File: src/rtl/mips_pkg.sv
// Shared register-file write types for the 16-bit MIPS multicycle core.
package mips_pkg;

  localparam int REG_AW = 4;
  localparam int REG_DW = 16;

  localparam logic [REG_AW-1:0] REG_ZERO = '0;

  typedef struct packed {
    logic [REG_AW-1:0] addr;
    logic [REG_DW-1:0] data;
  } wr_req_t;

endpackage

File: src/rtl/wb_fifo2w1r.sv
// Two-write/one-read FIFO; port 0 is the older entry when both push together.
// Entry contents and read pointer are exported so the top can search them.
module wb_fifo2w1r
  import mips_pkg::*;
#(
  parameter int DEPTH = 4,
  localparam int PW = $clog2(DEPTH)
) (
  input  logic          clk,
  input  logic          rst,
  input  logic          push0,
  input  wr_req_t       dat0,
  input  logic          push1,
  input  wr_req_t       dat1,
  input  logic          pop,
  output wr_req_t       head,
  output logic [2:0]    count,
  output wr_req_t       entries [DEPTH],
  output logic [PW-1:0] rd_ptr
);

  logic [PW-1:0] wr_ptr;
  wr_req_t       mem [DEPTH];

  always_ff @(posedge clk) begin
    if (rst) begin
      wr_ptr <= '0;
      rd_ptr <= '0;
      count  <= '0;
    end else begin
      // Pointers are exactly PW bits wide, so the adds wrap modulo DEPTH.
      wr_ptr <= wr_ptr + PW'(push0) + PW'(push1);
      rd_ptr <= rd_ptr + PW'(pop);
      count  <= count + 3'(push0) + 3'(push1) - 3'(pop);
    end
  end

  always_ff @(posedge clk) begin
    if (!rst) begin
      if (push0)
        mem[wr_ptr] <= dat0;
      if (push1)
        mem[push0 ? wr_ptr + PW'(1) : wr_ptr] <= dat1;
    end
  end

  assign head    = mem[rd_ptr];
  assign entries = mem;

endmodule

File: src/rtl/reg_wb_queue.sv
// Register-file write queue merging ALU (A) and load (B) writes; REG_WB_FWD_EN adds bypass query ports.
// Latency: accept at edge N into an empty queue, wen/rwr/dwr driven after edge N+1.
// Backpressure: ready from registered count only; B needs two free slots while A is valid.
module reg_wb_queue
  import mips_pkg::*;
#(
  parameter int DEPTH   = 4,
  parameter int DROP_R0 = 1
) (
  input  logic          clk,
  input  logic          rst,
  input  logic          a_valid,
  output logic          a_ready,
  input  logic [3:0]    a_addr,
  input  logic [15:0]   a_data,
  input  logic          b_valid,
  output logic          b_ready,
  input  logic [3:0]    b_addr,
  input  logic [15:0]   b_data,
  output logic [3:0]    rwr,
  output logic [15:0]   dwr,
  output logic          wen,
  output logic [2:0]    count,
`ifdef REG_WB_FWD_EN
  input  logic [3:0]    q_addr0,
  input  logic [3:0]    q_addr1,
  input  logic [3:0]    q_addr2,
  output logic          q_hit0,
  output logic          q_hit1,
  output logic          q_hit2,
  output logic [15:0]   q_data0,
  output logic [15:0]   q_data1,
  output logic [15:0]   q_data2,
`endif
  output logic          busy
);

  localparam int PW = $clog2(DEPTH);
  localparam logic [2:0] LIM1 = 3'(DEPTH - 1);
  localparam logic [2:0] LIM2 = 3'(DEPTH - 2);

  wr_req_t       head;
  wr_req_t       entries [DEPTH];
  logic [PW-1:0] rd_ptr;
  logic          a_push;
  logic          b_push;
  logic          pop;

  assign a_ready = (count <= LIM1);
  assign b_ready = a_valid ? (count <= LIM2) : (count <= LIM1);

  // Dropped r0 writes still handshake; they just never occupy a slot.
  assign a_push = a_valid && a_ready && !((DROP_R0 != 0) && (a_addr == REG_ZERO));
  assign b_push = b_valid && b_ready && !((DROP_R0 != 0) && (b_addr == REG_ZERO));
  assign pop    = (count != 3'd0);

  wb_fifo2w1r #(.DEPTH(DEPTH)) u_fifo (
    .clk     (clk),
    .rst     (rst),
    .push0   (a_push),
    .dat0    ('{addr: a_addr, data: a_data}),
    .push1   (b_push),
    .dat1    ('{addr: b_addr, data: b_data}),
    .pop     (pop),
    .head    (head),
    .count   (count),
    .entries (entries),
    .rd_ptr  (rd_ptr)
  );

  always_ff @(posedge clk) begin
    if (rst) begin
      wen <= 1'b0;
      rwr <= '0;
      dwr <= '0;
    end else if (pop) begin
      wen <= 1'b1;
      rwr <= head.addr;
      dwr <= head.data;
    end else begin
      wen <= 1'b0;
    end
  end

  assign busy = (count != 3'd0) || wen;

`ifdef REG_WB_FWD_EN
  logic [3:0]  qa [3];
  logic [2:0]  qh;
  logic [15:0] qd [3];

  assign qa[0] = q_addr0;
  assign qa[1] = q_addr1;
  assign qa[2] = q_addr2;

  // Search oldest to youngest so the last match wins; the output register is older than any entry.
  always_comb begin
    qh = '0;
    for (int k = 0; k < 3; k++) begin
      qd[k] = '0;
      if (wen && (rwr == qa[k])) begin
        qh[k] = 1'b1;
        qd[k] = dwr;
      end
      for (int i = 0; i < DEPTH; i++) begin
        if ((3'(i) < count) && (entries[rd_ptr + PW'(i)].addr == qa[k])) begin
          qh[k] = 1'b1;
          qd[k] = entries[rd_ptr + PW'(i)].data;
        end
      end
      if ((DROP_R0 != 0) && (qa[k] == REG_ZERO)) begin
        qh[k] = 1'b0;
        qd[k] = '0;
      end
    end
  end

  assign q_hit0  = qh[0];
  assign q_hit1  = qh[1];
  assign q_hit2  = qh[2];
  assign q_data0 = qd[0];
  assign q_data1 = qd[1];
  assign q_data2 = qd[2];
`else
  logic unused_fwd;
  assign unused_fwd = ^{rd_ptr, entries[0]};
`endif

endmodule

File: config.mk
export PLATFORM = sky130hd
export DESIGN_NAME = reg_wb_queue
export DESIGN_NICKNAME = d
export VERILOG_FILES = /design/src/rtl/mips_pkg.sv /design/src/rtl/wb_fifo2w1r.sv /design/src/rtl/reg_wb_queue.sv
export SDC_FILE = /design/constraint.sdc
export NUM_CORES = 1
export LEC_CHECK = 0
export BUFFER_PORTS_ARGS = -buffer_cell sky130_fd_sc_hd__buf_2
export CAP_MARGIN = 0
export CORE_MARGIN = 10
export CORE_UTILIZATION = 45
export CTS_BUF_LIST = sky130_fd_sc_hd__clkbuf_8
export DETAILED_ROUTE_END_ITERATION = 6
export PLACE_DENSITY = 0.62
export SETUP_SLACK_MARGIN = 0.3
export SLEW_MARGIN = 25
export SYNTH_ARGS = -nofsm -noshare
export SYNTH_HDL_FRONTEND = slang
export SYNTH_SLANG_ARGS = --single-unit
File: constraint.sdc
create_clock -name clk -period 3.9 [get_ports clk]
set_input_delay 0.78 -clock clk [delete_from_list [all_inputs] [get_ports clk]]
set_output_delay 0.78 -clock clk [all_outputs]
set_load 0.02 [all_outputs]
### Yosys cells after proc, flatten, opt, wreduce, memory -nomap -nowiden

Cells that the tools add are included.
Widths: inputs -> output; s select.

* muxes and demuxes: 15
* $add $sub $neg: 7
* reductions and logical operators: 12
* order comparisons: 7
* bitwise gates (word level): 3

Operators by type and width (number)
* $mux 80: 3
* $bwmux 80: 2
* $demux 20 s2: 2
* $mux 20: 4
* $bmux 20 s2: 1
* $ge 3x3->1 const B: 3
* $not 2->3: 3
* $logic_not 4->1: 2
* $add 2x1->2: 3
* $add 3x1->3: 2
* $le 3x2->1 const B: 2
* $logic_and 1x1->1: 6
* $lt 3x1->1 const B: 2
* $reduce_bool 3->1: 1
* $sub 3x1->3: 1
* $add 2x1->2 const B: 1
* $logic_not 1->1: 2
* $mux 1: 2
* $mux 2: 1
* $logic_or 1x1->1: 1

* input port bits: 44
* bits in registers: 108
* logic and storage cells: 58
* output and inout bits: 27

### Depth between registers and ports, before layout

Gate-level depths: netlist of the first run.

* word-level depth: 11
* gate-level depth with buffers: 10
* mapped depth without buffers: 10

### Modules after synthesis

Synthesis of the first run repeated with hierarchy kept, for this count alone.

* cell total of the unflattened synthesis: 434
* area, all modules: 6934.2 µm²

By module, submodules not included
* wb_fifo2w1r: cells an instance 329, area each 5930.7 µm², sequential area each 2542.4 µm², times used 1
* reg_wb_queue: cells an instance 105, area each 1003.5 µm², sequential area each 420.4 µm², times used 1

### Worst setup path after synthesis of the first run

Ideal clock, no wire load.

* path type: register to register
* start: register u_fifo.count[2]
* end: register u_fifo.count[2]
* buffers on the path: 0
* arrival: 2.988 ns
* setup time: 0.128 ns
* period minus slack after synthesis: 3.116 ns
* path slack: 0.784 ns
* cell stages (with the launch flop): 11
* data required time: 3.772 ns
* cells stage by stage: dfxtp_1 -> inv_1 -> ha_1 -> a31oi_1 -> o221ai_1 -> ha_1 -> inv_1 -> fa_1 -> fa_1 -> xor2_1 -> nor2_1

* word-level cells in the longest chain between the ends: 6
* elaborated cells on any way between the ends: 11
* classes of those cells: add/sub (3); order compare (2); mux (1); reduce/logical (5)

Ends and longest elaborated chain
* from (decl): RTL line wb_fifo2w1r.sv:17 `output logic [2:0] count,`
* from (signal assigned): RTL line wb_fifo2w1r.sv:34 `count <= count + 3'(push0) + 3'(push1) - 3'(pop);`
* $le 3x2->1 *: RTL line reg_wb_queue.sv:49 `assign a_ready = (count <= LIM1);`
* via a_ready: RTL line reg_wb_queue.sv:13 `output logic a_ready,`
* $logic_and 1x1->1 / $mux 1 (equally long branches): RTL line reg_wb_queue.sv:53, reg_wb_queue.sv:50
* $logic_and 1x1->1, on equally long branches: RTL line reg_wb_queue.sv:53, reg_wb_queue.sv:54
* $add 3x1->3 / $logic_and 1x1->1 (equally long branches): RTL line wb_fifo2w1r.sv:34, reg_wb_queue.sv:54
* $add 3x1->3 *: RTL line wb_fifo2w1r.sv:34
* $sub 3x1->3 *: RTL line wb_fifo2w1r.sv:34

The timed path passes the listed nets; every way through them passes the cells marked *.
A chain may end at the register's enable or synchronous reset.

### Worst setup path after layout of the first run

* start: register u_fifo.count[2]
* end: register u_fifo.mem, in the netlist u_fifo.entries[33] (data pin)

* word-level cells in the longest chain between the ends: 11
* elaborated cells on any way between the ends: 18
* classes of those cells: order compare (4); mux (8); bitwise (1); reduce/logical (5)

Ends and longest elaborated chain
* $le 3x2->1: RTL line reg_wb_queue.sv:49, reg_wb_queue.sv:50
* $logic_and 1x1->1 (2 in series): RTL line reg_wb_queue.sv:53 `assign a_push = a_valid && a_ready && !((DROP_R0 != 0) && (a_addr == REG_ZERO));`
* $mux 2: RTL line wb_fifo2w1r.sv:43 `mem[push0 ? wr_ptr + PW'(1) : wr_ptr] <= dat1;`
* $not 2->3: RTL line wb_fifo2w1r.sv:43
* $ge 3x3->1 (implied by the code) / $lt 3x1->1 (equally long branches): RTL line wb_fifo2w1r.sv:43
* $logic_and 1x1->1 (implied by the code): RTL line wb_fifo2w1r.sv:43
* $mux 20: RTL line wb_fifo2w1r.sv:43
* $demux 20 s2: RTL line wb_fifo2w1r.sv:43
* $bwmux 80: RTL line wb_fifo2w1r.sv:43
* $mux 80 *: RTL line wb_fifo2w1r.sv:42 `if (push1)`
* to (signal, indexed assignment): RTL line wb_fifo2w1r.sv:41 `mem[wr_ptr] <= dat0;`
* to (signal, indexed assignment): RTL line wb_fifo2w1r.sv:43
* to (decl): RTL line wb_fifo2w1r.sv:23 `wr_req_t mem [DEPTH];`

Mark *: on every way between the ends. The rest lies on a longest branch, timed or not. The select of a mux whose other input is x is not followed.

==> run metrics, run 1 <==
run status=finished, final reports clean; num rows=between 40 and 50; most used cell, CP=sky130_fd_sc_hd__mux2_2; post-route ant nets=0; leakage power=around 2.5 nW; setup repair after global routing missed its margin=no; Die W=137 um; leading post-synthesis cells by cell area=sky130_fd_sc_hd__edfxtp_1, sky130_fd_sc_hd__mux2_2, sky130_fd_sc_hd__dfxtp_1; largest net degree at the start of global routing=37; area taken by flip-flops and latches=approximately 3000 um2; total area of multi-input combinational cells=2940 um2; number of gates given a new drive strength after cts=0; most numerous cell in the Yosys netlist=sky130_fd_sc_hd__mux2_2; Yosys reg bits=108; final clock skew=~0.011 ns; arrival time of the worst setup path=between 3 and 4 ns; count of vias placed by the detailed router=~3,700; share of synthesized area occupied by flip-flops and latches=0.484; number of enable flip-flop cells after synthesis=80; maximum achievable frequency=approximately 330 MHz; routed length per instance=20.6 um; Final Cycle Share=0.785; Synthesized Nets=between 400 and 500; antenna violations before repair=0; tightest slew margin relative to the limit=0.381; TritonCTS buffer count=9; leading cell types by count after synthesis=sky130_fd_sc_hd__mux2_2, sky130_fd_sc_hd__edfxtp_1, sky130_fd_sc_hd__nand2_1, sky130_fd_sc_hd__dfxtp_1, sky130_fd_sc_hd__a21oi_1; cell taking the most area after synthesis=sky130_fd_sc_hd__edfxtp_1; Die Outline Area=18,700 um2; initial standard-cell utilization of the core=0.461; Min-Delay Path Class=reg2reg; post-synthesis adder-cell area fraction=0.0261; share of the synthesized area in the top cell type=0.392; CTS tree=yes; # port buffers=70; post-synthesis instance area=roughly 6100 um2; remaining design rule violation count=0; cells along the critical path=inv_1 > ha_1 > a311oi_2 > and2_4 > mux2_2 > mux2_2; sequential share of power=0.398; proportion of power drawn by the clock network=0.145; Antenna Cells=0; CTS H-tree depth=3; accumulated negative setup slack=0 ns; internal power contribution=0.00316 W; mean area per synthesized cell=roughly 14 um2; CTS sink count=between 100 and 150; Gate power share=0.457; standard cell with the maximum stage delay on the critical path=sky130_fd_sc_hd__a311oi_2; post-synthesis mux area share=0.368; instance count of the mapped netlist=434; reported max-cap violation count=0; complex-gate fraction of the synthesized area=0.0327; sort of element at the end of the critical path=flop; pwr/cell area=~720 nW/um2; top flip-flop cell by instance count after synthesis=sky130_fd_sc_hd__edfxtp_1; CP startpoint kind=flop; Std-Cell Core Area=13,300 um2; worst hold slack=between 0.4 and 0.5 ns; power dissipated by switching net loads=approximately 0.0017 W; net count reported at finish=555; global router's overall resource usage=0.154; leftover overflow at the end of global routing=0; number of buffers added to fix hold violations after cts=0; via density per instance=roughly 5.4; initial detailed-routing violation count=around 270; Initial DRT Pass Iterations=4; clock period minus final worst setup slack=3.06 ns; Max rail drop VDD=roughly 0.27 mV; routed wire length=around 14,000 um; signed area change from the synthesized netlist to the final layout=10.9%; Switching Share=0.352; maximum clock insertion buffer count=2; Setup Viol. Count Final=0; total count of max-transition violations in the final report=0; number of warning messages in the yosys log=0; critical path type=reg2reg; number of global-route vias before repair=3,928; final HPWL from detailed placement=around 9100 um; data required time at the worst endpoint=4.04 ns; root buffer cell=sky130_fd_sc_hd__clkbuf_8; CTS clock-pin slew for the worst setup and hold paths=0.11 ns; number of buffers inserted by post-CTS setup repair=0; die outline height=between 100 and 150 um; largest fanout on the critical path=20; fillers=1,182; Worst-Margin Slew=0.929 ns; count of distinct cell types in the synthesized netlist=32; largest family of logic cells by synthesized area=multiplexers; area share of and/or/nand/nor cells after synthesis=0.0478; number of hold violations in the final report=0; synthesized-area fraction occupied by xor and xnor cells=0.00429; layout cells sized above 1=0.549; first-pass GRT wire length=approximately 22,000 um; clock latency at the later pin of the worst-skew pair=0.39 ns; largest stage delay on the critical path=~0.83 ns; number of I/O pins=71; async set-or-reset flop fraction in the synthesized netlist=0; final weighted congestion in routability-driven placement=approximately 0.77
[worst paths after layout]
kind	cells past startpoint	endpoint	start	slack, ns
worst max-delay path	6	u_fifo.entries[33]	u_fifo.count[2]	0.84
worst min-delay path	2	dwr[4]	dwr[4]	0.45
worst max register to register	6	u_fifo.entries[33]	u_fifo.count[2]	0.84
worst min register to register	2	dwr[4]	dwr[4]	0.45
[kinds of logic after synthesis]
kind of cell,after synthesis
mux,180
flops,108
xor+xnor,3
fa+ha+maj,11
simple gates,64
buf+inv,37
compound gates,31
[power groups by stage]
stage	Sequential, W	Combinational, W	Clock, W
after floorplan	0.00201	0.00164	0
after global placement	0.00195	0.00221	0
after detailed placement	0.00197	0.00226	0
after CTS	0.00194	0.00227	0.000729
after global routing	0.00199	0.00245	0.000767
final	0.00194	0.00223	0.000704
[metrics by stage]
| step | util | cell area [um2] | total power, W | setup WS, ns | std cells |
|---|---|---|---|---|---|
| 6_report | 0.511 | 6800 | 0.00487 | 0.838 | 681 |
| 4_1_cts | 0.511 | 6800 | 0.00494 | 0.856 | 681 |
| 2_1_floorplan | - | 6130 | 0.00365 | 0.784 | 434 |
| 3_3_place_gp | 0.497 | 6610 | 0.00416 | 0.673 | 665 |
| 5_1_grt | 0.511 | 6800 | 0.00520 | 0.651 | 681 |
| 3_5_place_dp | 0.497 | 6610 | 0.00423 | 0.643 | 665 |
[critical path: cells and delay by family (launching register included)]
kind,cells,cell delay [ns]
AO/OA/AOI/OAI,1,0.83
adder cells (fa/ha/maj),1,0.23
buffers and inverters,1,0.10
flip-flops,1,0.48
multiplexers,2,0.63
AND/OR/NAND/NOR,1,0.53
[final cells by class]
class / instances / area share
Clock buffer: 9 / 0.0182
Clock inverter: 7 / 0.00994
Inverter: 9 / 0.00497
Multi-Input combinational cell: 289 / 0.433
Sequential cell: 108 / 0.436
Tap cell: 176 / 0.0324
Timing Repair Buffer: 83 / 0.0659
[sequential cells by signal (all words and copies together), names as in the netlist]
register        flops
wen                 1
u_fifo.entries     80
u_fifo.count        3
u_fifo.wr_ptr       2
dwr                16
rwr                 4
u_fifo.rd_ptr       2
[cell usage in the layout (no fill, tap or decap), drive strengths merged, types with 3 or more instances in the layout]
cell type and count:
ha 8, a21oi 23, and2 4, clkbuf 9, clkinvlp 3, nand2 41, inv 9, nor2 5
clkinv 3, or3 4, mux2 160, buf 83, nor2b 4, fa 3, dfxtp 28, mux4 20
edfxtp 80
[per-layer routing]
layer  vias to the layer above  GRT usage  part of all wire
li1                       1766          -                 -
met1                      1849      0.187              0.44
met4                         0     0.0580             0.013
met5                         -          0                 0
met3                        14     0.0257             0.042
met2                        68      0.269              0.51
Power figures use the tool's default switching activity.
==> run 2, diff against run 1 <==
--- a/config.mk
+++ b/config.mk
@@ -5,13 +5,14 @@
 export SDC_FILE = /design/constraint.sdc
 export NUM_CORES = 1
 export LEC_CHECK = 0
+export ABC_AREA = 1
 export BUFFER_PORTS_ARGS = -buffer_cell sky130_fd_sc_hd__buf_2
 export CAP_MARGIN = 0
 export CORE_MARGIN = 10
 export CORE_UTILIZATION = 45
 export CTS_BUF_LIST = sky130_fd_sc_hd__clkbuf_8
 export DETAILED_ROUTE_END_ITERATION = 6
-export PLACE_DENSITY = 0.62
+export PLACE_DENSITY = 0.64
 export SETUP_SLACK_MARGIN = 0.3
 export SLEW_MARGIN = 25
 export SYNTH_ARGS = -nofsm -noshare
==> constraint.sdc (replaced) <==
create_clock -name clk -period 2.61 [get_ports clk]
set_input_delay 0.522 -clock clk [delete_from_list [all_inputs] [get_ports clk]]
set_output_delay 0.522 -clock clk [all_outputs]
set_load 0.02 [all_outputs]
==> run 2 against run 1 <==
Against the previous run:
- cell count rose by 63%
- setup slack got worse by 0.50 ns
- first-iteration DRC count rose to 3.1 times the previous value
- hold slack got worse by 0.040 ns
- non-clock buffer count rose by 18
- power rose by 74%
- critical path depth rose by 8
- via count rose by 70%
- critical path type unchanged
- largest power group unchanged
==> run metrics, run 2 <==
gr busiest metal=met1; data required time at the worst endpoint=a little under 3 ns; final clock skew=0.0114 ns; Setup Viol. Count Final=0; cells on worst reg2reg path=14; routed wire length=20,800 um; setup repair after global routing missed its margin=yes; Min-Delay Path Class=in2reg; most common cell after layout, fill and taps aside=sky130_fd_sc_hd__nand2_1; remaining design rule violation count=0; global router's overall resource usage=0.207; worst hold slack=a little over 0.4 ns; mean area per synthesized cell=between 7 and 8 um2; gate family responsible for the most delay along the worst path=adder cells; CTS clock-pin slew for the worst setup and hold paths=~0.1 ns; largest family of logic cells by synthesized area=simple AND/OR/NAND/NOR gates; Crit. Startpoint=u_fifo.count[2]; number of global-route vias before repair=~5,800; clock latency at the later pin of the worst-skew pair=~0.4 ns; post-synthesis mux area share=0; startpoint of the most critical register-to-register path=u_fifo.count[2]; Std-Cell Core Area=14,500 um2; signed area change from the synthesized netlist to the final layout=11.9%; # port buffers=70; net count reported at finish=~1,000; antenna violations before repair=2; count of distinct cell types in the synthesized netlist=24; post-route ant nets=0; final HPWL from detailed placement=approximately 13,000 um; CTS H-tree depth=3; start point of the worst min-delay path=rst; initial standard-cell utilization of the core=0.459; number of I/O pins=slightly above 70; minimum setup slack among reg-to-reg paths=0.34 ns; critical path type=reg2reg; num rows=44; largest stage delay on the critical path=around 0.52 ns; endpoint of the worst hold path=u_fifo.rd_ptr[0]; fraction of met3 tracks used by global routing=0.0434; routed length per instance=about 19 um; maximum achievable frequency=approximately 440 MHz; clock period minus final worst setup slack=~2.3 ns; TritonCTS buffer count=9; CTS sink count=around 110; accumulated negative setup slack=0 ns; top flip-flop cell by instance count after synthesis=sky130_fd_sc_hd__edfxtp_1; post-synthesis instance area=6640 um2; layout cells sized above 1=0.150; cell count of the worst hold path=2; fillers=~1,500; first-pass GRT wire length=33,400 um; leftover overflow at the end of global routing=0; leading cell types by count after synthesis=sky130_fd_sc_hd__nand2_1, sky130_fd_sc_hd__o21ai_0, sky130_fd_sc_hd__nand4_1, sky130_fd_sc_hd__edfxtp_1, sky130_fd_sc_hd__inv_1; pwr/cell area=roughly 1100 nW/um2; standard cell with the maximum stage delay on the critical path=sky130_fd_sc_hd__fa_2; initial detailed-routing violation count=between 800 and 900; cells along the critical path=inv_4 > ha_4 > nand2_1 > nand2_2 > nand3_2 > nand2_2 > nor2_4 > inv_2 > ha_4 > inv_2 > fa_2 > fa_2 > inv_1 > nor2_1; number of flip-flops in the largest register=80; Worst-Margin Slew=0.554 ns; post-synthesis adder-cell area fraction=0.0241; instance count of the mapped netlist=~900; met1 global-route usage=0.297; number of hold violations in the final report=0; Initial DRT Pass Iterations=5; R2R Path End=u_fifo.count[1]; maximum clock insertion buffer count=2; count of vias placed by the detailed router=around 6,300; largest fanout on the critical path=4; tightest slew margin relative to the limit=0.631; synthesized-area fraction occupied by xor and xnor cells=0.00396; die outline height=141 um; share of synthesized area occupied by flip-flops and latches=0.446; leakage power=3.36 nW; Global Route met2 Usage=0.297; share of the synthesized area in the top cell type=0.362; CP startpoint kind=flop; Synthesized Nets=between 900 and 1,000; Die Outline Area=about 20,000 um2; Die W=141 um; complex-gate fraction of the synthesized area=0.136; root buffer cell=sky130_fd_sc_hd__clkbuf_8; number of warning messages in the yosys log=0; number of enable flip-flop cells after synthesis=80; largest net degree at the start of global routing=between 50 and 60; area share of and/or/nand/nor cells after synthesis=0.292; cell taking the most area after synthesis=sky130_fd_sc_hd__edfxtp_1; Buf+Inv Stages, Crit Path=4; Final Cycle Share=0.870; Max rail drop VDD=0.714 mV; reported max-cap violation count=0; Yosys reg bits=around 110; CTS tree=yes; run status=finished, final reports clean; sort of element at the end of the critical path=flop; most frequent cells in the layout=sky130_fd_sc_hd__nand2_1, sky130_fd_sc_hd__o21ai_0, sky130_fd_sc_hd__nand4_1; async set-or-reset flop fraction in the synthesized netlist=0; via density per instance=between 5 and 6; most numerous cell in the Yosys netlist=sky130_fd_sc_hd__nand2_1; total count of max-transition violations in the final report=0; arrival time of the worst setup path=between 2 and 3 ns; leading post-synthesis cells by cell area=sky130_fd_sc_hd__edfxtp_1, sky130_fd_sc_hd__nand2_1, sky130_fd_sc_hd__dfxtp_1; final weighted congestion in routability-driven placement=between 0.8 and 0.9
==> run 2: timing repair <==
item / 4_1_cts / 5_1_grt
resized for setup: 2 / 6
setup buffers: 0 / 3
pin swaps: 1 / 0
hold buffers: 0 / 0
setup endpoints to repair: 51 / 29
==> run 2: final cells by class <==
| type | instances | area (um2) | area share |
|---|---|---|---|
| antenna | 1 | 2.50 | 0.000337 |
| clock buffer | 10 | 138 | 0.0185 |
| clock inverter | 6 | 33.8 | 0.00455 |
| inverter | 80 | 307 | 0.0412 |
| multi-input combinational | 623 | 3090 | 0.415 |
| sequential | 108 | 2970 | 0.400 |
| tap | 184 | 230 | 0.0310 |
| timing repair buffer | 101 | 662 | 0.0891 |
==> run 2: how the worst max path moves through the flow <==
stage                           end  slack (ns)  cells past startpoint
finish              u_fifo.count[1]        0.34                     14
global route        u_fifo.count[1]        0.21                     13
CTS                 u_fifo.count[1]        0.31                     14
detailed placement  u_fifo.count[1]        0.20                     13
global placement    u_fifo.count[1]        0.24                     13
floorplan           u_fifo.count[1]        0.05                     16
==> run 2: metrics by stage <==
stage          std cells  instance area, um2  power (W)  setup slack (ns)   util
6_report            1113                7430    0.00849             0.340  0.513
5_1_grt             1112                7430    0.00917             0.214  0.513
4_1_cts             1109                7390    0.00843             0.309  0.510
3_5_place_dp        1093                7210    0.00744             0.201  0.498
3_3_place_gp        1093                7210    0.00738             0.245  0.498
2_1_floorplan        886                6700    0.00608            0.0486      -
==> run 2: kinds of logic after synthesis <==
kind of cell | count (synthesis)
buffers and inverters | 155
AND/OR/NAND/NOR | 448
adder cells (fa/ha/maj) | 11
flip-flops | 108
XOR/XNOR | 3
AO/OA/AOI/OAI | 161
==> run 2: worst register-to-register path, cell delays in order (launching register included) <==
cell and delay [ns]:
sky130_fd_sc_hd__dfxtp_4 0.38, sky130_fd_sc_hd__inv_4 0.05, sky130_fd_sc_hd__ha_4 0.14, sky130_fd_sc_hd__nand2_1 0.07, sky130_fd_sc_hd__nand2_2 0.06, sky130_fd_sc_hd__nand3_2 0.07, sky130_fd_sc_hd__nand2_2 0.07, sky130_fd_sc_hd__nor2_4 0.10
sky130_fd_sc_hd__inv_2 0.05, sky130_fd_sc_hd__ha_4 0.25, sky130_fd_sc_hd__inv_2 0.03, sky130_fd_sc_hd__fa_2 0.33, sky130_fd_sc_hd__fa_2 0.52, sky130_fd_sc_hd__inv_1 0.03, sky130_fd_sc_hd__nor2_1 0.07
==> run 2: routing by layer <==
| layer | vias to the layer above | wire [um] |
|---|---|---|
| li1 | 3079 | - |
| met5 | - | 13 |
| met3 | 39 | 1780 |
| met2 | 264 | 9170 |
| met1 | 2886 | 9390 |
| met4 | 2 | 456 |
==> run 2: where the power goes <==
| group | internal, W | total [W] | switching [W] |
|---|---|---|---|
| clock network | 0.000366 | 0.000993 | 0.000626 |
| registers | 0.00264 | 0.00296 | 0.000318 |
| logic | 0.00144 | 0.00454 | 0.00310 |
==> run 3, diff against run 2 <==
--- a/config.mk
+++ b/config.mk
@@ -10,7 +10,6 @@
 export CAP_MARGIN = 0
 export CORE_MARGIN = 10
 export CORE_UTILIZATION = 45
-export CTS_BUF_LIST = sky130_fd_sc_hd__clkbuf_8
 export DETAILED_ROUTE_END_ITERATION = 6
 export PLACE_DENSITY = 0.64
 export SETUP_SLACK_MARGIN = 0.3
==> run 3 against run 2 <==
Against the previous run:
- global-route usage shrank 0.12 points
- clock-buffer cell count grew 2
- highest routed layer unchanged
- sequential cell count is the same
- clock skew shrank 0.0017 ns
- power grew 4.0%
- first-iteration DRC count grew 6.9%
- routed wire length shrank 0.14%
==> run metrics, run 3 (synthesis results as in run 2) <==
via density per instance=5.65; post-route ant nets=0; leftover overflow at the end of global routing=0; startpoint of the most critical register-to-register path=u_fifo.count[2]; root buffer cell=sky130_fd_sc_hd__clkbuf_16; maximum achievable frequency=about 440 MHz; CTS sink count=approximately 110; final clock skew=between 0.009 and 0.01 ns; CP startpoint kind=flop; number of I/O pins=71; initial detailed-routing violation count=898; sort of element at the end of the critical path=flop; cell count of the worst hold path=2; remaining design rule violation count=0; num rows=between 40 and 50; run status=finished, final reports clean; Min-Delay Path Class=in2reg; final weighted congestion in routability-driven placement=slightly above 0.8; final HPWL from detailed placement=12,600 um; Power Total=roughly 0.0088 W; minimum setup slack among reg-to-reg paths=between 0.3 and 0.4 ns; CTS H-tree depth=3; number of global-route vias before repair=5,830; Die Outline Area=~20,000 um2; CTS clock-pin slew for the worst setup and hold paths=about 0.070 ns; fillers=about 1,500; largest net degree at the start of global routing=57; most frequent cells in the layout=sky130_fd_sc_hd__nand2_1, sky130_fd_sc_hd__o21ai_0, sky130_fd_sc_hd__nand4_1; total count of max-transition violations in the final report=0; count of vias placed by the detailed router=around 6,300; maximum clock insertion buffer count=2; die outline height=around 140 um; antenna violations before repair=2; Max rail drop VDD=0.700 mV; Final Cycle Share=0.867; tightest slew margin relative to the limit=0.638; setup repair after global routing missed its margin=yes; initial standard-cell utilization of the core=0.459; global router's overall resource usage=0.205; signed area change from the synthesized netlist to the final layout=13.5%; reported max-cap violation count=0; layout cells sized above 1=0.150; clock latency at the later pin of the worst-skew pair=between 0.3 and 0.4 ns; cells on worst reg2reg path=14; net count reported at finish=slightly below 1,000; data required time at the worst endpoint=approximately 2.9 ns; # port buffers=70; placement-stage worst setup slack=roughly 0.2 ns; arrival time of the worst setup path=2.55 ns; routed length per instance=around 19 um; leakage power=3.40 nW; Initial DRT Pass Iterations=5; routed wire length=between 20,000 and 25,000 um; total area of multi-input combinational cells=between 3000 and 4000 um2; number of flip-flops in the largest register=80; pwr/cell area=around 1200 nW/um2; worst hold slack=~0.46 ns; most common cell after layout, fill and taps aside=sky130_fd_sc_hd__nand2_1; clock period minus final worst setup slack=roughly 2.3 ns; number of hold violations in the final report=0; largest fanout on the critical path=4; accumulated negative setup slack=0 ns; endpoint of the worst hold path=u_fifo.rd_ptr[0]; CTS tree=yes; R2R Path End=u_fifo.count[1]; Std-Cell Core Area=around 14,000 um2; crit path setup slack, layout=approximately 0.35 ns; Setup Viol. Count Final=0; Worst-Margin Slew=approximately 0.54 ns; first-pass GRT wire length=between 30,000 and 40,000 um; Die W=141 um; area taken by flip-flops and latches=around 3000 um2; start point of the worst min-delay path=rst; critical path type=reg2reg; TritonCTS buffer count=9
run 3: worst max-delay path, stage by stage (launching register included):
cell and delay, ns:
sky130_fd_sc_hd__dfxtp_4 0.37, sky130_fd_sc_hd__inv_4 0.05, sky130_fd_sc_hd__ha_4 0.14, sky130_fd_sc_hd__nand2_1 0.06
sky130_fd_sc_hd__nand2_2 0.06, sky130_fd_sc_hd__nand3_2 0.07, sky130_fd_sc_hd__nand2_2 0.07, sky130_fd_sc_hd__nor2_4 0.10
sky130_fd_sc_hd__inv_2 0.05, sky130_fd_sc_hd__ha_4 0.25, sky130_fd_sc_hd__inv_2 0.03, sky130_fd_sc_hd__fa_2 0.33
sky130_fd_sc_hd__fa_2 0.52, sky130_fd_sc_hd__inv_1 0.03, sky130_fd_sc_hd__nor2_1 0.06
run 3: worst max path at each step:
stage	cells after the start	to	startpoint	slack [ns]
final	14	u_fifo.count[1]	u_fifo.count[2]	0.35
after global routing	13	u_fifo.count[1]	u_fifo.count[1]	0.22
after CTS	14	u_fifo.count[1]	u_fifo.count[2]	0.32
after detailed placement	13	u_fifo.count[1]	a_valid	0.20
after global placement	13	u_fifo.count[1]	a_valid	0.24
after floorplan	16	u_fifo.count[1]	u_fifo.count[2]	0.05
run 3: timing repair:
| item | 4_1_cts | 5_1_grt |
|---|---|---|
| resized for setup | 2 | 6 |
| cloned | 0 | 0 |
| setup buffers | 0 | 3 |
| endpoints found under the setup margin | 34 | 14 |
| pin swaps | 1 | 0 |
| hold buffers | 0 | 0 |
run 3: layout make-up:
cell class,count,area share
antenna,1,0.000332
clock buffer,12,0.0327
clock inverter,4,0.00349
inverter,80,0.0407
multi-input combinational,623,0.410
sequential,108,0.394
tap,184,0.0306
timing repair buffer,101,0.0879
run 3: per-stage QoR:
step	std cells	area (um2)	utilization
6_report	1113	7530	0.520
3_5_place_dp	1093	7210	0.498
3_3_place_gp	1093	7210	0.498
2_1_floorplan	886	6700	-
4_1_cts	1109	7490	0.517
5_1_grt	1112	7530	0.520
run 3: power by group:
group / switching, W / total (W) / internal [W]
combinational: 0.00310 / 0.00454 / 0.00144
clock: 0.000656 / 0.00133 / 0.000675
sequential: 0.000315 / 0.00296 / 0.00264
total: 0.00407 / 0.00883 / 0.00476
run 3: per-layer routing:
metal,global-route usage,vias up,wire (um)
li1,-,3086,-
met1,0.296,2901,9450
met2,0.292,265,8980
met3,0.0454,39,1890
met4,0.0748,2,450
met5,0,-,13
